==> config.mk <==
export PLATFORM = sky130hd
export DESIGN_NAME = pwr_gate_ctrl
export DESIGN_NICKNAME = d
export VERILOG_FILES = /design/src/rtl/pwr_gate_ctrl.sv
export SDC_FILE = /design/constraint.sdc
export NUM_CORES = 1
export LEC_CHECK = 0
export CORE_MARGIN = 2
export CORE_UTILIZATION = 25
export DETAILED_ROUTE_END_ITERATION = 8
export GPL_TIMING_DRIVEN = 0
export PLACE_DENSITY = 0.41
export SLEW_MARGIN = 20
export SYNTH_ARGS = -nofsm -noshare
export SYNTH_HDL_FRONTEND = slang
export SYNTH_SLANG_ARGS = --single-unit
==> constraint.sdc <==
create_clock -name clk -period 4 [get_ports clk]
set_input_delay 0.4 -clock clk [delete_from_list [all_inputs] [get_ports clk]]
set_output_delay 0.4 -clock clk [all_outputs]
set_load 0.01 [all_outputs]
==> src/rtl/pwr_gate_ctrl.sv <==
// Power-gating sequencer for one switchable domain.
// Steps isolation, retention save, header ramp and restore in a fixed order.
module pwr_gate_ctrl #(
  parameter int unsigned RAMP_CYC = 4
) (
  input  logic       clk,
  input  logic       rst,
  input  logic       sleep_req,
  input  logic       wake_req,
  output logic       sw_en_n,
  output logic       iso_en,
  output logic       ret_save,
  output logic       ret_restore,
  output logic       pwr_ok,
  output logic       busy,
  output logic [2:0] state
);

  typedef enum logic [2:0] {
    S_ON      = 3'd0,
    S_ISO     = 3'd1,
    S_SAVE    = 3'd2,
    S_PGOFF   = 3'd3,
    S_OFF     = 3'd4,
    S_PGON    = 3'd5,
    S_RESTORE = 3'd6,
    S_DEISO   = 3'd7
  } st_t;

  localparam logic [3:0] LOAD = 4'(RAMP_CYC - 1);

  st_t        st;
  st_t        nx;
  logic [3:0] cnt;
  logic [3:0] cnt_nx;
  logic       armed;
  logic       ramp;

  // {sw_en_n, iso_en, ret_save, ret_restore, pwr_ok, busy}
  function automatic logic [5:0] dec(st_t s);
    logic [5:0] o;
    o = 6'b000010;
    unique case (s)
      S_ON:      o = 6'b000010;
      S_ISO:     o = 6'b010001;
      S_SAVE:    o = 6'b011001;
      S_PGOFF:   o = 6'b110001;
      S_OFF:     o = 6'b110000;
      S_PGON:    o = 6'b010001;
      S_RESTORE: o = 6'b010101;
      S_DEISO:   o = 6'b010001;
    endcase
    return o;
  endfunction

  assign ramp = (st == S_PGOFF) || (st == S_PGON);

  always_comb begin
    nx     = st;
    cnt_nx = '0;
    unique case (st)
      S_ON: begin
        if (armed && sleep_req)
          nx = S_ISO;
      end
      S_ISO: nx = S_SAVE;
      S_SAVE: begin
        nx     = S_PGOFF;
        cnt_nx = LOAD;
      end
      S_PGOFF: begin
        if (cnt > LOAD)
          nx = S_ON;
        else if (cnt == 4'd0)
          nx = S_OFF;
        else
          cnt_nx = cnt - 4'd1;
      end
      S_OFF: begin
        if (wake_req) begin
          nx     = S_PGON;
          cnt_nx = LOAD;
        end
      end
      S_PGON: begin
        if (cnt > LOAD)
          nx = S_ON;
        else if (cnt == 4'd0)
          nx = S_RESTORE;
        else
          cnt_nx = cnt - 4'd1;
      end
      S_RESTORE: nx = S_DEISO;
      S_DEISO:   nx = S_ON;
    endcase
    // a stray count outside the ramp states is a corrupted state
    if (!ramp && cnt != 4'd0) begin
      nx     = S_ON;
      cnt_nx = '0;
    end
  end

  // armed holds off the first transition for one edge after reset release
  always_ff @(posedge clk or posedge rst) begin
    if (rst) begin
      st      <= S_ON;
      cnt     <= '0;
      armed   <= 1'b0;
      sw_en_n <= 1'b0;
      iso_en  <= 1'b0;
      ret_save    <= 1'b0;
      ret_restore <= 1'b0;
      pwr_ok  <= 1'b1;
      busy    <= 1'b0;
    end else begin
      armed <= 1'b1;
      st    <= nx;
      cnt   <= cnt_nx;
      {sw_en_n, iso_en, ret_save,
       ret_restore, pwr_ok, busy} <= dec(nx);
    end
  end

  assign state = st;

endmodule

==> flow_summary.toml <==
[grt]
overflow = 0
grt_pass1_vias = 394
grt_pass1_wl_um = 1740
grt_max_degree = 15
antenna_found_initial = 0
grt_use_total_pct = 8.88

[logic_synthesis]
netlist_top_cells_area = "dfrtp_1 52%, a2111oi_4 4.4%, dfstp_2 4.2%"
syn_avg_cell_area_um2 = 11.7
async_flop_share_pct = 100
ys_ff_latch = 14
yosys.cell_types.count = 29
ys.flop_type = "dfrtp_1"
synth_top_area_cell = "dfrtp_1"
synth_top_cell_area_share_pct = 52.3
yosysSeqAreaShare_pct = 56.5
synthCells = 53
synth_edf_count = 0
yosysWarnings = 0
netlist_area_um2 = 622

[final_layout]
layout_common_cells = "13 x dfrtp_1, 12 x clkdlybuf4s50_1, 4 x nor2_1, 4 x a21oi_1"
drive_gt1_share_pct = 21.4
nets = 75
area_delta_synth_final_pct = 31.8
layout_commonest_cell = "dfrtp_1"
diodes = 0

[sta]
setup_viol = 0
period_minus_slack_ns = 1.78
setup-tns-final_ns = 0
fmax_ghz = 0.563
rsz0062_at_grt = "no"
tightest_slew_ns = 0.514
slew-limit-headroom_pct = 65.7
worst_hold_slack_ns = 0.460
final-max-slew-violation-count = 0
final-hold-violation-count = 0
skew_ns = 0.00129
fin_crit_sh_pct = 44.4

[floorplan]
core-area_um2 = 2410
dieArea_um2 = 2900
initial_core_util_pct = 25.8
die_x_um = 53.9
ios = 13
rows = 18
die_y_um = 53.9

[clock_tree]
cts_resized = 0
cts.clk_slew.worst_paths_ns = 0.08
cts.htree.levels = 1
post_cts_buffers = 0
cts_tree = "yes"
clk_latency_ns = 0.27
cts_sinks = 14
clockBufferDepth = 2
numCtsBuffers = 3
holdBufCountCts = 0
cts_root_buffer = "clkbuf_4"

[critical_path]
crit_chain = "clkdlybuf4s50_1"
path_class = "reg -> out"
start_kind = "register"
end_kind = "output pin"
path_buf_inv = 1
cpMaxStageDelayCell = "clkdlybuf4s50_1"
reg2reg_slack_ns = 2.38
critPathArrivalTime_ns = 1.38
crit_family = "buffers and inverters"
cp_max_fo = 8
required_ns = 3.60
cpPeakStageDelay_ns = 0.60

[route]
firstDrtPassIters = 2
ant_nets = 0
drc = 0
wl_per_cell_um = 10.6
num_vias = 438
drt_iter0_markers = 2
viasPerCell = 4.38
drt_wl_total_um = 1060

[outcome]
status = "completed"

[placed_design]
dpl.hpwl_um = 829
port_buffers = 12
finalWeightedCongestion = 0.733

[run]
cap_violations = 0

[min_path]
hold_class = "in -> async"

[power]
p_per_area_nw_per_um2 = 329
ir_drop_v = 0.000176
power.leakage_nw = 0.358
routing by layer:
layer	track usage, %	part of all wire [%]	routed length (um)
met5	0	0	0
met3	1.67	2.7	29
met1	11.8	45	484
met4	7.69	1.4	15
met2	12.2	50	535
layout make-up:
cell class	count	area (um^2)
buffer	1	5.00
clock buffer	4	36.3
fill	244	1590
inverter	4	15.0
multi-input combinational	35	254
sequential	14	352
tap	30	37.5
timing repair buffer	12	120
power by group:
group	switching [W]	internal (W)	total (W)
sequential	0.00000338	0.000146	0.000150
combinational	0.0000117	0.0000126	0.0000244
clock	0.0000406	0.0000553	0.0000959
total	0.0000557	0.000214	0.000270
worst paths after layout:
check,from,to,cells past startpoint
min in group clk,cnt[0]$_DFF_PP0_,cnt[0]$_DFF_PP0_,1
worst max register to register,cnt[0]$_DFF_PP0_,sw_en_n$_DFF_PP0_,5
worst min register to register,cnt[0]$_DFF_PP0_,cnt[0]$_DFF_PP0_,1
max in group asynchronous,rst,pwr_ok$_DFF_PP1_,2
worst min-delay path,rst,ret_save$_DFF_PP0_,2
worst max-delay path,state[2]$_DFF_PP0_,state[2],1
cells by family (layout without fill, tap and decap cells):
group / after synthesis / in the layout / synth area share [%]
compound gates: 11 / 11 / 15.7
buf+inv: 5 / 21 / 3.22
flops: 14 / 14 / 56.5
mux: 2 / 2 / 3.22
other cells: 2 / 3 / 1.21
simple gates: 19 / 19 / 20.1
stage by stage:
step / total power [W] / setup WS (ns) / utilization (%) / std cells / instance area, um^2
global placement: 0.000178 / 2.10 / 32.5 / 96 / 783
detailed placement: 0.000177 / 2.11 / 32.5 / 96 / 783
CTS: 0.000278 / 2.20 / 34.0 / 100 / 820
finish: 0.000270 / 2.22 / 34.0 / 100 / 820
floorplan: 0.000166 / 2.46 / - / 54 / 626
global route: 0.000289 / 2.18 / 34.0 / 100 / 820
registers in the layout, summed over array words and instances (netlist names):
name and count:
cnt 4, state 3, armed 1, busy 1
iso_en 1, pwr_ok 1, ret_restore 1, ret_save 1
sw_en_n 1
cells in the mapped netlist (2+ instances only):
cell / number
mux2i_1: 2
inv_1: 3
conb_1: 2
dfrtp_1: 13
nor2_1: 4
a21oi_1: 4
nor3_1: 3
(Power assumes the default switching activity.)
